$ cat config.mk
export PLATFORM = sky130hd
export DESIGN_NAME = bcd_serial_sub_ctrl
export DESIGN_NICKNAME = d
export VERILOG_FILES = /design/src/rtl/bcd_serial_sub_ctrl.sv
export SDC_FILE = /design/constraint.sdc
export NUM_CORES = 1
export LEC_CHECK = 0
export CAP_MARGIN = 15
export CORE_UTILIZATION = 57
export DETAILED_ROUTE_END_ITERATION = 8
export MAX_ROUTING_LAYER = met4
export PLACE_DENSITY = 0.84
export SETUP_SLACK_MARGIN = 0.5
export SLEW_MARGIN = 20
export SYNTH_ARGS = -nofsm -noshare
export SYNTH_HDL_FRONTEND = slang
export SYNTH_SLANG_ARGS = --single-unit
$ cat constraint.sdc
create_clock -name clk -period 10.85 [get_ports clk]
set_input_delay 1.6275 -clock clk [delete_from_list [all_inputs] [get_ports clk]]
set_output_delay 1.6275 -clock clk [all_outputs]
set_load 0.01 [all_outputs]
$ cat src/rtl/bcd_serial_sub_ctrl.sv
// bcd_serial_sub_ctrl
//   Digit-serial packed-BCD subtractor controller. One BCD digit is subtracted
//   per clock, LSD first, with the borrow carried between digits. A negative
//   result is turned into its magnitude by a second digit-serial pass that
//   forms the 10^DIGITS complement of the working result.
// Ports:
//   clk   - rising-edge clock
//   rst   - synchronous active-high reset
//   start - request, sampled only while idle
//   a, b  - minuend / subtrahend, packed BCD, digit 0 in bits [3:0]
//   busy  - high from the cycle after start is accepted through the done cycle
//   done  - one-cycle completion pulse
//   diff  - |a-b| in packed BCD, held until the next completion or reset
//   neg   - 1 when a<b
//   err   - 1 when any digit of a or b exceeds 9
module bcd_serial_sub_ctrl #(
    parameter int DIGITS = 4
) (
    input  logic                clk,
    input  logic                rst,
    input  logic                start,
    input  logic [4*DIGITS-1:0] a,
    input  logic [4*DIGITS-1:0] b,
    output logic                busy,
    output logic                done,
    output logic [4*DIGITS-1:0] diff,
    output logic                neg,
    output logic                err
);

    localparam int W  = 4 * DIGITS;
    localparam int IW = (DIGITS > 1) ? $clog2(DIGITS) : 1;
    localparam logic [IW-1:0] LAST = IW'(DIGITS - 1);

    typedef enum logic [2:0] {IDLE, CHECK, SUB, COMP, DONE} state_t;

    state_t          state, state_nx;
    logic [IW-1:0]   idx, idx_nx;
    logic            borrow, borrow_nx;
    logic [W-1:0]    ra, rb, rw, ra_nx, rb_nx, rw_nx;
    logic            neg_flag, neg_flag_nx;
    logic            load_out, err_ld;
    logic [IW+1:0]   bit_pos;
    logic [3:0]      x_dig, y_dig, d_res;
    logic [4:0]      t;
    logic            b_out;
    logic            bad_digit;

    assign busy = (state != IDLE);
    assign done = (state == DONE);
    assign bit_pos = {idx, 2'b00};

    always_comb begin
        bad_digit = 1'b0;
        for (int unsigned i = 0; i < DIGITS; i++) begin
            if (ra[4*i +: 4] > 4'd9 || rb[4*i +: 4] > 4'd9)
                bad_digit = 1'b1;
        end
    end

    // Shared one-digit subtract: SUB uses ra-rb, COMP uses 0-rw.
    always_comb begin
        if (state == COMP) begin
            x_dig = 4'd0;
            y_dig = rw[bit_pos +: 4];
        end else begin
            x_dig = ra[bit_pos +: 4];
            y_dig = rb[bit_pos +: 4];
        end
        t     = {1'b0, x_dig} - {1'b0, y_dig} - {4'd0, borrow};
        b_out = t[4];
        d_res = b_out ? (t[3:0] + 4'd10) : t[3:0];
    end

    always_comb begin
        state_nx    = state;
        idx_nx      = idx;
        borrow_nx   = borrow;
        ra_nx       = ra;
        rb_nx       = rb;
        rw_nx       = rw;
        neg_flag_nx = neg_flag;
        load_out    = 1'b0;
        err_ld      = 1'b0;
        case (state)
            IDLE: begin
                if (start) begin
                    ra_nx       = a;
                    rb_nx       = b;
                    idx_nx      = '0;
                    borrow_nx   = 1'b0;
                    rw_nx       = '0;
                    neg_flag_nx = 1'b0;
                    state_nx    = CHECK;
                end
            end
            CHECK: begin
                if (bad_digit) begin
                    rw_nx       = '0;
                    neg_flag_nx = 1'b0;
                    err_ld      = 1'b1;
                    load_out    = 1'b1;
                    state_nx    = DONE;
                end else begin
                    state_nx = SUB;
                end
            end
            SUB, COMP: begin
                rw_nx[bit_pos +: 4] = d_res;
                borrow_nx           = b_out;
                idx_nx              = idx + 1'b1;
                if (idx == LAST) begin
                    idx_nx    = '0;
                    borrow_nx = 1'b0;
                    if (state == SUB && b_out) begin
                        neg_flag_nx = 1'b1;
                        state_nx    = COMP;
                    end else begin
                        // Complement pass ignores its final borrow.
                        if (state == SUB)
                            neg_flag_nx = 1'b0;
                        load_out = 1'b1;
                        state_nx = DONE;
                    end
                end
            end
            DONE: state_nx = IDLE;
            default: state_nx = IDLE;
        endcase
    end

    always_ff @(posedge clk) begin
        if (rst) begin
            state    <= IDLE;
            idx      <= '0;
            borrow   <= 1'b0;
            ra       <= '0;
            rb       <= '0;
            rw       <= '0;
            neg_flag <= 1'b0;
            diff     <= '0;
            neg      <= 1'b0;
            err      <= 1'b0;
        end else begin
            state    <= state_nx;
            idx      <= idx_nx;
            borrow   <= borrow_nx;
            ra       <= ra_nx;
            rb       <= rb_nx;
            rw       <= rw_nx;
            neg_flag <= neg_flag_nx;
            // Results are loaded on entry to DONE so they are visible in it.
            if (load_out) begin
                diff <= rw_nx;
                neg  <= neg_flag_nx;
                err  <= err_ld;
            end
        end
    end

endmodule

== Word level (Yosys, flattened, before mapping) ==
Index checks and enable logic that the tools add are counted.

* Logic and storage cells: 80
* Output and inout port bits: 20
* Bits in registers: 73
* Input port bits: 35

* Multiplexer cells: 33
* Equal/unequal tests: 7
* Magnitude comparators: 8
* Add/sub/neg operators: 5
* Reductions and logical operators: 12
* Shift operators: 5

{| class="wikitable"
|+ Operator list
! operator !! number
|-
| case mux 16 bit (3 select lines) || 1
|-
| indexed part select 16 x 5 -> 4 bit || 3
|-
| > comparator 4 bit (second input constant) || 8
|-
| two-way mux 16 bit || 2
|-
| bitwise mux 16 bit || 1
|-
| variable shift 4 x 6 -> 16 bit (first input constant) || 1
|-
| indexed part select 4 x 6 -> 16 bit || 1
|-
| two-way mux 1 bit || 15
|-
| two-way mux 3 bit || 4
|-
| two-way mux 4 bit || 3
|-
| case mux 3 bit (3 select lines) || 1
|-
| equality test 3 x 2 -> 1 bit (second input constant) || 2
|-
| negator 4 -> 6 bit || 1
|-
| AND reduction 2 bit || 3
|-
| subtractor 4 x 4 -> 5 bit || 1
|-
| subtractor 5 x 1 -> 5 bit || 1
|-
| adder 4 bit (second input constant) || 1
|-
| logical OR 1 bit || 4
|-
| two-way mux 2 bit || 2
|-
| != test 2 bit (second input constant) || 2
|-
| case mux 1 bit (2 select lines) || 2
|-
| case mux 2 bit (2 select lines) || 1
|-
| equality test 3 x 1 -> 1 bit (second input constant) || 1
|-
| equality test 3 bit (second input constant) || 1
|-
| other kinds (8) || 8
|}

== Depth between registers and ports, before layout ==
Gate-level depths: netlist (run 1).

* Word-level depth: 9
* Gate-level depth with buffers: 16
* Depth with buffers taken out: 14

== Worst setup path after synthesis (run 1) ==
Ideal clock, no wire load.

* Path kind: flip-flop to flip-flop
* Start point: reg idx[0]
* End point: reg diff[3]
* Required time: 10713 ps
* Library setup time: 137 ps
* Buffers on the path: 1
* Arrival: 3906 ps
* Setup slack: 6807 ps
* Stages on the path, launching flop included: 15
* Clock period less this slack: 4043 ps
* Path through: dfxtp_1 > buf_6 > inv_1 > mux4_2 > mux2_2 > fa_1 > inv_1 > fa_1 > ha_1 > or3b_2 > o211ai_1 > a22oi_1 > xor2_2 > a22oi_1 > a211oi_1

* Word-level cells in the longest chain between the ends: 9
* Elaborated cells between the ends (all ways): 19
* Classes of those cells: add/sub (4); eq/ne (1); shift (5); mux (8); reduce/logical (1)

{| class="wikitable"
|+ Ends and longest elaborated chain
! item !! line !! text
|-
| from (decl) || 38 || <nowiki>logic [IW-1:0] idx, idx_nx;</nowiki>
|-
| from (signal assigned) || 146 || <nowiki>idx <= idx_nx;</nowiki>
|-
| indexed part select 16 x 5 -> 4 bit, on equally long branches || 67, 65, 68 ||
|-
| two-way mux 4 bit || 63 || <nowiki>if (state == COMP) begin</nowiki>
|-
| subtractor 4 x 4 -> 5 bit || 70 || <nowiki>t = {1'b0, x_dig} - {1'b0, y_dig} - {4'd0, borrow};</nowiki>
|-
| subtractor 5 x 1 -> 5 bit || 70 ||
|-
| adder 4 bit || 72 || <nowiki>d_res = b_out ? (t[3:0] + 4'd10) : t[3:0];</nowiki>
|-
| two-way mux 4 bit || 72 ||
|-
| indexed part select 4 x 6 -> 16 bit || 109 || <nowiki>rw_nx[bit_pos +: 4] = d_res;</nowiki>
|-
| bitwise mux 16 bit || 109 ||
|-
| case mux 16 bit (3 select lines) || 85 || <nowiki>case (state)</nowiki>
|-
| to (signal assigned) || 154 || <nowiki>diff <= rw_nx;</nowiki>
|-
| to (decl) || 26 || <nowiki>output logic [4*DIGITS-1:0] diff,</nowiki>
|}

Several ways; a longest one is shown, not always the timed one.
A chain may end at the register's enable or synchronous reset.

== Worst setup path in the final report (run 1) ==
Same ends and word-level chain as after synthesis.

==> results of run 1 <==
## worst paths after layout
kind	endpoint	startpoint
worst min-delay path	rb[0]	rb[0]
worst min register to register	rb[0]	rb[0]
worst max register to register	diff[3]	idx[0]
worst max-delay path	diff[3]	idx[0]
## worst reg2reg max path: cells and delay by family (launching register included)
| family | cells | cell delay [ps] |
|---|---|---|
| DFF | 1 | 620 |
| adders and majority gates | 3 | 1070 |
| xor gates and xnor gates | 1 | 240 |
| AOI/OAI and AO/OA | 4 | 660 |
| muxes | 2 | 830 |
| buffers and inverters | 2 | 510 |
| and+or+nand+nor | 1 | 440 |
## power by group through the flow
stage / Sequential (mW) / Combinational [mW] / Clock (mW)
after CTS: 0.359 / 0.464 / 0.228
after detailed placement: 0.365 / 0.461 / 0
after floorplan: 0.351 / 0.350 / 0
final: 0.360 / 0.472 / 0.226
after global routing: 0.367 / 0.518 / 0.240
after global placement: 0.362 / 0.447 / 0
## area by class of cell
cell class,count,area (µm²)
clock inverter,5,80.08
tap,72,90.09
inverter,8,30.03
multi-input combinational,278,1803
fill,450,1469
sequential,73,1461
clock buffer,11,131.4
timing repair buffer,55,543.0
## flip-flops by register name, summed over array words and instances (netlist names)
signal	count
ra	16
neg	1
rw	16
diff	16
idx	2
rb	16
err	1
neg_flag	1
state	3
borrow	1
## synth_stat cells (2+ instances only)
library cell / count / area (µm²)
mux2_2: 4 / 45.04
clkbuf_1: 18 / 67.56
nor2b_1: 6 / 37.54
mux2i_1: 2 / 20.02
a211oi_1: 16 / 120.1
buf_1: 3 / 11.26
o21ai_0: 12 / 60.06
nand2_1: 73 / 274.0
and3_1: 2 / 12.51
buf_2: 3 / 15.01
nor3_1: 7 / 35.03
a22oi_1: 13 / 97.59
mux4_2: 10 / 225.2
o21bai_1: 2 / 15.01
nand2b_1: 2 / 12.51
o211ai_1: 7 / 52.55
nand4_1: 2 / 12.51
and2_1: 2 / 12.51
inv_1: 8 / 30.03
ha_1: 11 / 137.6
nor2_1: 40 / 150.1
a21oi_1: 42 / 210.2
mux4_1: 2 / 52.55
dfxtp_1: 73 / 1461
a31oi_1: 2 / 12.51
fa_1: 2 / 40.04
nand3_1: 3 / 15.01
## layer usage
metal,global-route usage [%],wire length [µm]
met2,43.02,3641
met5,-,0
met3,5.632,446
met1,33.90,3339
met4,14.91,280
## kinds of logic after synthesis
family	count (synthesis)	share of synthesized area [%]
XOR/XNOR	3	0.9984
buffers and inverters	33	3.992
multiplexers	18	10.13
adder cells (fa/ha/maj)	13	5.250
flip-flops	73	43.18
AND/OR/NAND/NOR	144	18.19
AO/OA/AOI/OAI	100	18.26
## layout by cell type, fill, tap and decap left out, types with 3 or more instances in the layout
master / instances
a211oi_1: 16
a21oi_1: 42
a22oi_1: 13
clkbuf_8: 9
clkdlybuf4s50_1: 53
dfxtp_1: 73
ha_1: 11
inv_1: 8
mux2_2: 4
mux4_2: 10
nand2_1: 72
nand3_1: 3
nor2_1: 40
nor2b_1: 6
nor3_1: 7
o211ai_1: 7
o21ai_0: 12
==> metrics.log, run 1 <==
[metrics] Worst Path Required: about 11000 ps
[metrics] area enclosed by the die boundary: around 6200 µm²
[metrics] initial core utilization: 60.35%
[metrics] clock tree from TritonCTS: built
[metrics] part of the cycle the worst path needs: 41.02%
[metrics] count of different cell masters after synthesis: 44
[metrics] share of layout cells above drive strength 1: approximately 8.6%
[metrics] worst path arrival time: 4710 ps
[metrics] number of cells on the critical path: 13
[metrics] clock latency at the later pin of the worst-skew pair: 350 ps
[metrics] Gate Count Post-Synth: 384
[metrics] post-placement setup slack: roughly 6400 ps
[metrics] count of input and output buffers: between 50 and 60
[metrics] Die Span X: 79.06 µm
[metrics] final setup violating endpoints: 0
[metrics] final setup margin: 6399 ps
[metrics] signed area change from the synthesized netlist to the final layout: 22.29%
[metrics] post-CTS clock slew at the launch and capture registers of the worst setup and hold paths: 80 ps
[metrics] Syn Nets: between 400 and 500
[metrics] detailed-route wire length per cell: between 15 and 20 µm
[metrics] cell-internal power: 0.6419 mW
[metrics] mean instance size in the synthesized netlist: 8.814 µm²
[metrics] setup repair after global routing missed its margin: no
[metrics] number of placed cells counting well taps: 486
[metrics] worst slack on hold paths: 465.3 ps
[metrics] Resize count post-CTS: 0
[metrics] critical path launch point type: register
[metrics] root buf cell: clkbuf_8
[metrics] NumNets Final: 473
[metrics] detail-routed via count per cell: 5.910
[metrics] die outline height: 79.06 µm
[metrics] total number of vias: 2967
[metrics] count of standard-cell rows: 27
[metrics] Layout Utilization: 73.81%
[metrics] count of buffering cells on the critical path with inverters included: 2
[metrics] Top delay family on crit path: adder cells
[metrics] time the final worst path needs with I/O delays and setup: 4451 ps
[metrics] filler-free cell count of the finished design: between 500 and 600
[metrics] setup bufs post-CTS: 0
[metrics] Most used DFF post-synth: dfxtp_1
[metrics] setup slack of the most critical reg-to-reg path: 6400 ps
[metrics] H-Tree Depth: 3
[metrics] part of the power in combinational logic: 44.6%
[metrics] part of the Yosys area used for sequential elements: 43.18%
[metrics] Synth Register Bits: 73
[metrics] overall power consumption: 1.058 mW
[metrics] achievable frequency: 0.2247 GHz
[metrics] Worst Hold Depth: 2
[metrics] number of enable-type register cells in the synthesized netlist: 0
[metrics] switching power summed over all nets: 0.4161 mW
[metrics] Pwr per Cell Area: about 260 nW/µm²
[metrics] global-route wire length before repair: 12920 µm
[metrics] critical path capture point type: register
[metrics] peak ir drop on the vdd network: 0.1252 mV
[metrics] maxcap violations: 0
[metrics] highest net fanout along the worst path: 12
[metrics] Area after DPL: 3916 µm²
[metrics] final count of pins violating max slew: 0
[metrics] maximum buffer depth of the clock tree: 2
[metrics] pin slew with the least headroom to its limit: 715.7 ps
[metrics] critical path class: register to register
[metrics] Total Negative Setup Slacks: 0 ps
[metrics] Static Leak: 1.500 nW
[metrics] highest cell delay on the worst timing path: between 600 and 700 ps
[metrics] total grt overflow: 0
[metrics] Worst Clk Skew: approximately 7.5 ps
[metrics] number of failing hold endpoints at the final stage: 0
[metrics] cell area after technology mapping: between 3000 and 4000 µm²
[metrics] pin count of the biggest net entering global routing: 74
[metrics] Core ar.: 5608 µm²
[metrics] warning count from the yosys run: 0
[metrics] total wirelength of the detailed-routed design: roughly 7700 µm
[metrics] number of optimization iterations in the first detailed-route pass: 5
[metrics] area of all placed cells without fillers: approximately 4100 µm²
[metrics] number of global-route vias before repair: 2771
[metrics] routability congestion estimate from global placement: 0.9078
[metrics] drt drc: 0
[metrics] ys async rst share: 0%
[metrics] clock tree sinks: 73
[metrics] number of antenna violations at the first check in global routing: 0
[metrics] ANT cells: 0
[metrics] global router's overall resource usage: 27.68%
[metrics] part of the total power dissipated in the clock network: 21.4%
[metrics] worst slew margin relative to its limit: a little over half
[metrics] DRT iter0 DRCs: 190
[metrics] number of hold-repair buffers added at the cts stage: 0
[metrics] Worst Reg-to-Reg Cells: 13
[metrics] CTS Buf Count: 9
[metrics] net switching share of the total power: 39.33%
[metrics] detailed placer's ending HPWL: around 5600 µm
[metrics] part of the total power dissipated in sequential elements: 34.0%
[metrics] cell-by-cell listing of the critical path: inv_1 -> mux4_2 -> mux2_2 -> fa_1 -> inv_1 -> fa_1 -> ha_1 -> or3b_2 -> o211ai_1 -> a22oi_1 -> xor2_2 -> a22oi_1 -> a211oi_1
[metrics] number of top-level design ports: 55
[metrics] result of the run: finished clean
[metrics] critical-path cell with the highest stage delay: dfxtp_1
[metrics] Hold/Removal Path Class: register to register
[metrics] post-detailed-route count of antenna-violating nets: 0
No activity file was read; power rests on OpenSTA's default activity.
==> inputs of run 2 (changes only) <==
--- a/config.mk
+++ b/config.mk
@@ -6,10 +6,10 @@
 export NUM_CORES = 1
 export LEC_CHECK = 0
 export CAP_MARGIN = 15
-export CORE_UTILIZATION = 57
+export CORE_UTILIZATION = 48
 export DETAILED_ROUTE_END_ITERATION = 8
 export MAX_ROUTING_LAYER = met4
-export PLACE_DENSITY = 0.84
+export PLACE_DENSITY = 0.76
 export SETUP_SLACK_MARGIN = 0.5
 export SLEW_MARGIN = 20
 export SYNTH_ARGS = -nofsm -noshare
==> constraint.sdc (replaced) <==
create_clock -name clk -period 3.65 [get_ports clk]
set_input_delay 0.5475 -clock clk [delete_from_list [all_inputs] [get_ports clk]]
set_output_delay 0.5475 -clock clk [all_outputs]
set_load 0.01 [all_outputs]
==> run 2 against run 1 <==
Net effect:
- hold slack worse by 5.1 ps
- critical path depth stayed put
- sequential share of layout area is 2.9 points lower
- first-iteration DRC count is 16% lower
- design area is 9.0% higher
- sequential power grew to 2.9 times the previous value
- clock power grew to 2.8 times the previous value
- maximum frequency is 23% higher
- core utilization is 7.4 points lower
- non-clock buffer count is 23 higher
- final cell count is 9.2% higher
- critical endpoint is now diff[11]
- largest power group unchanged
- highest routed layer unchanged
==> metrics.log, run 2 (synthesized netlist as in run 1, its figures left out) <==
[metrics] clock latency at the later pin of the worst-skew pair: 350 ps
[metrics] ANT cells: 0
[metrics] root buf cell: clkbuf_8
[metrics] critical path launch point type: register
[metrics] DRT iter0 DRCs: 160
[metrics] signed area change from the synthesized netlist to the final layout: 33.35%
[metrics] detailed placer's ending HPWL: between 5000 and 6000 µm
[metrics] achievable frequency: 0.2764 GHz
[metrics] share of layout cells above drive strength 1: 18.14%
[metrics] number of optimization iterations in the first detailed-route pass: 4
[metrics] pin slew with the least headroom to its limit: 797.0 ps
[metrics] number of antenna violations at the first check in global routing: 0
[metrics] detail-routed via count per cell: about 5.5
[metrics] H-Tree Depth: 3
[metrics] worst slack on hold paths: ~460 ps
[metrics] peak ir drop on the vdd network: 0.3102 mV
[metrics] worst reg2reg endpoint: diff[11]
[metrics] Total Negative Setup Slacks: 0 ps
[metrics] area of all placed cells without fillers: ~4500 µm²
[metrics] Core ar.: 6794 µm²
[metrics] commonest non-fill, non-tap cells in the layout: nand2_1 (72), dfxtp_1 (72), clkdlybuf4s50_1 (53)
[metrics] worst slew margin relative to its limit: 46.37%
[metrics] clock tree from TritonCTS: built
[metrics] highest net fanout along the worst path: 4
[metrics] Area after DPL: between 4000 and 5000 µm²
[metrics] startpoint of the tightest hold check path: ra[12]
[metrics] setup slack of the most critical reg-to-reg path: approximately 32 ps
[metrics] total grt overflow: 0
[metrics] Hold/Removal Path Class: register to register
[metrics] count of input and output buffers: 54
[metrics] time the final worst path needs with I/O delays and setup: 3618 ps
[metrics] maxcap violations: 0
[metrics] WHS Endpoint: ra[12]
[metrics] drt drc: 0
[metrics] final setup violating endpoints: 0
[metrics] Static Leak: 1.651 nW
[metrics] routability congestion estimate from global placement: between 0.9 and 1
[metrics] die outline height: about 86 µm
[metrics] number of top-level design ports: 55
[metrics] Worst Path Required: between 3000 and 4000 ps
[metrics] total number of vias: 3004
[metrics] critical path class: register to register
[metrics] count of standard-cell rows: 30
[metrics] Worst Reg-to-Reg Cells: 13
[metrics] clock tree sinks: 73
[metrics] global-route wire length before repair: 13910 µm
[metrics] Worst Clk Skew: 5.158 ps
[metrics] area of the multi-input gates: just under 2000 µm²
[metrics] detailed-route wire length per cell: 15.67 µm
[metrics] Worst Hold Depth: 2
[metrics] pin count of the biggest net entering global routing: 40
[metrics] initial core utilization: between 40% and 50%
[metrics] filler instances: 582
[metrics] post-detailed-route count of antenna-violating nets: 0
[metrics] worst path arrival time: just under 4000 ps
[metrics] area enclosed by the die boundary: roughly 7400 µm²
[metrics] Die Span X: around 86 µm
[metrics] setup repair after global routing missed its margin: yes
[metrics] result of the run: finished clean
[metrics] Pwr per Cell Area: 799.4 nW/µm²
[metrics] post-CTS clock slew at the launch and capture registers of the worst setup and hold paths: 80 ps
[metrics] Layout Utilization: 66.43%
[metrics] CTS Buf Count: 9
[metrics] global router's overall resource usage: 25.38%
[metrics] storage element area: 1463 µm²
[metrics] NumNets Final: between 400 and 500
[metrics] number of failing hold endpoints at the final stage: 0
[metrics] critical path capture point type: register
[metrics] total wirelength of the detailed-routed design: 8586 µm
[metrics] overall power consumption: 3.608 mW
[metrics] number of global-route vias before repair: approximately 2800
[metrics] part of the cycle the worst path needs: just under 100%
[metrics] maximum buffer depth of the clock tree: 2
[metrics] final count of pins violating max slew: 0
[metrics] reg-to-reg startpoint: idx[0]
[run 2: timing repair]
item,in CTS,in global routing
resized for setup,16,6
pin swaps,3,9
gates cloned,2,0
setup endpoints to repair,29,35
buffers inserted,8,2
hold buffers,0,0
[run 2: worst max path at each step]
stage	start	to	slack, ps
final	idx[0]	diff[11]	30
after global routing	idx[0]	diff[11]	-100
after CTS	idx[0]	diff[3]	150
after detailed placement	idx[0]	diff[3]	90
after global placement	idx[0]	diff[3]	190
after floorplan	idx[0]	diff[11]	-40
[run 2: report_power, final]
part	internal, mW	switching [mW]	total (mW)	leakage (nW)
logic	0.893	1.03	1.92	0.965
clock network	0.332	0.310	0.642	0.0916
registers	0.944	0.0976	1.04	0.595
total	2.17	1.44	3.61	1.65
[run 2: layout make-up]
class                           count  share of cell area (%)
Clock buffer                       11                   3.133
Timing Repair Buffer               78                   17.30
Sequential cell                    73                   32.41
Inverter                            8                  0.7485
Multi-Input combinational cell    278                   42.56
Tap cell                           96                   2.661
Clock inverter                      4                   1.192
[run 2: metrics by stage]
step | worst slack, ps | cells
2_1_floorplan | -44.32 | 384
3_3_place_gp | 186.0 | 521
3_5_place_dp | 89.87 | 521
4_1_cts | 153.7 | 546
5_1_grt | -100.3 | 548
6_report | 32.05 | 548
[run 2: routing by layer]
layer,share of wire (%),up-vias,track usage (%)
met3,5.1,25,5.582
met1,44,1404,31.54
li1,-,1476,-
met5,0,-,-
met2,48,99,38.60
met4,3.6,0,13.48
[run 2: critical path, stage by stage, from the launching register on]
cell	delay (ps)
dfxtp_2	340
clkinvlp_4	100
mux4_2	510
mux2_4	280
fa_2	330
inv_2	70
fa_2	460
ha_4	190
or3b_4	360
o211ai_1	110
a22oi_2	110
xor2_2	270
a22oi_2	140
a211oi_2	260
==> RTL edit (config.mk and constraints of run 2) <==
The parameter `DIGITS` goes from 4 to 2.
--- a/src/rtl/bcd_serial_sub_ctrl.sv
+++ b/src/rtl/bcd_serial_sub_ctrl.sv
@@ -15,5 +15,5 @@
 //   err   - 1 when any digit of a or b exceeds 9
 module bcd_serial_sub_ctrl #(
-    parameter int DIGITS = 4
+    parameter int DIGITS = 2
 ) (
     input  logic                clk,
Interface: changed (resized a, b and diff); port bits go from 55 to 31. The function was not compared with the original's and may differ.
==> RTL edit against run 2 <==
  * Sequential cell count is 33 lower
  * Utilization is 1.3 points higher
  * Setup slack better by 550 ps
  * Power is 64% lower
  * Sequential share of layout area is 1.1 points lower
  * Cell area is 43% lower
  * Wire length is 46% lower
  * Synthesized area is 42% lower
  * Largest cell class unchanged
==> RTL edit: results (changes against run 2) <==
[run_status]
outcome = finished, final reports clean

[global_route]
grt_usage_pct = 23.17  ; -2.2 points
grt_pass1_vias = 1626  ; -43%

[final_layout]
drive_above_1_share_pct = 16.48  ; -1.7 points
clock_buffers = 6  ; -5
num-nonclk-inverters = 7  ; -1
seq-cell-share_pct = 31.29  ; -1.1 points
clkCellAreaFrac_pct = 4.185  ; -0.14 points
buffers = 40  ; -49%
nMultiInputCombCells = 172  ; -38%

[worst_setup_path]
path_max_fanout = 5  ; +1

[clocking]
post_cts_resized = 3  ; -13
h-tree-depth = 2  ; -1
postCtsSetupBuffers = 0  ; -8

[pwr]
p_comb_mw = 0.454  ; -76%
pg_seq_mw = 0.489  ; -53%

[routing]
drt_iter0_drc = 99  ; -38%
routed_wl_microns = 4609  ; -46%

[synthesis]
synthMuxAreaShare_pct = 7.614  ; -2.5 points
ys_seq_area_share_pct = 40.61  ; -2.6 points
synthAdderAreaFrac_pct = 5.203  ; -0.046 points
ys_top_cells_by_area = dfxtp_1 41%, nand2_1 8.4%, a21oi_1 6.1%
synth_compound_area_share_pct = 20.11  ; +1.9 points
syn_nets = 256  ; -41%
ys_ff_latch = 40  ; -45%

[placed_design]
dp_hpwl_microns = 3131  ; -46%

[floorplan]
die_w_microns = 66.10  ; -23%

[hold_path]
worstHoldStart = neg

-- RTL edit: through the flow --
| step | util (%) | std cells | hold WS, ps |
|---|---|---|---|
| 5_1_grt | 67.69 | 315 | 480.6 |
| 3_5_place_dp | 60.61 | 299 | 445.2 |
| 4_1_cts | 63.67 | 307 | 453.7 |
| 6_report | 67.69 | 315 | 449.0 |
| 2_1_floorplan | - | 230 | 432.9 |
| 3_3_place_gp | 60.61 | 299 | 440.4 |
-- RTL edit: routing by layer --
| layer | share of wire [%] | global-route usage, % |
|---|---|---|
| met1 | 49 | 29.86 |
| met2 | 47 | 35.59 |
| met3 | 2.6 | 4.310 |
| met4 | 1.7 | 9.840 |
| met5 | 0 | - |
-- RTL edit: worst max path at each step --
stage	slack, ps	startpoint	end	depth (start not counted)
finish	580	idx	diff[6]	10
global route	470	idx	diff[2]	10
CTS	500	state[2]	diff[3]	11
detailed placement	400	state[0]	diff[6]	11
global placement	470	idx	diff[2]	11
floorplan	700	idx	diff[2]	13
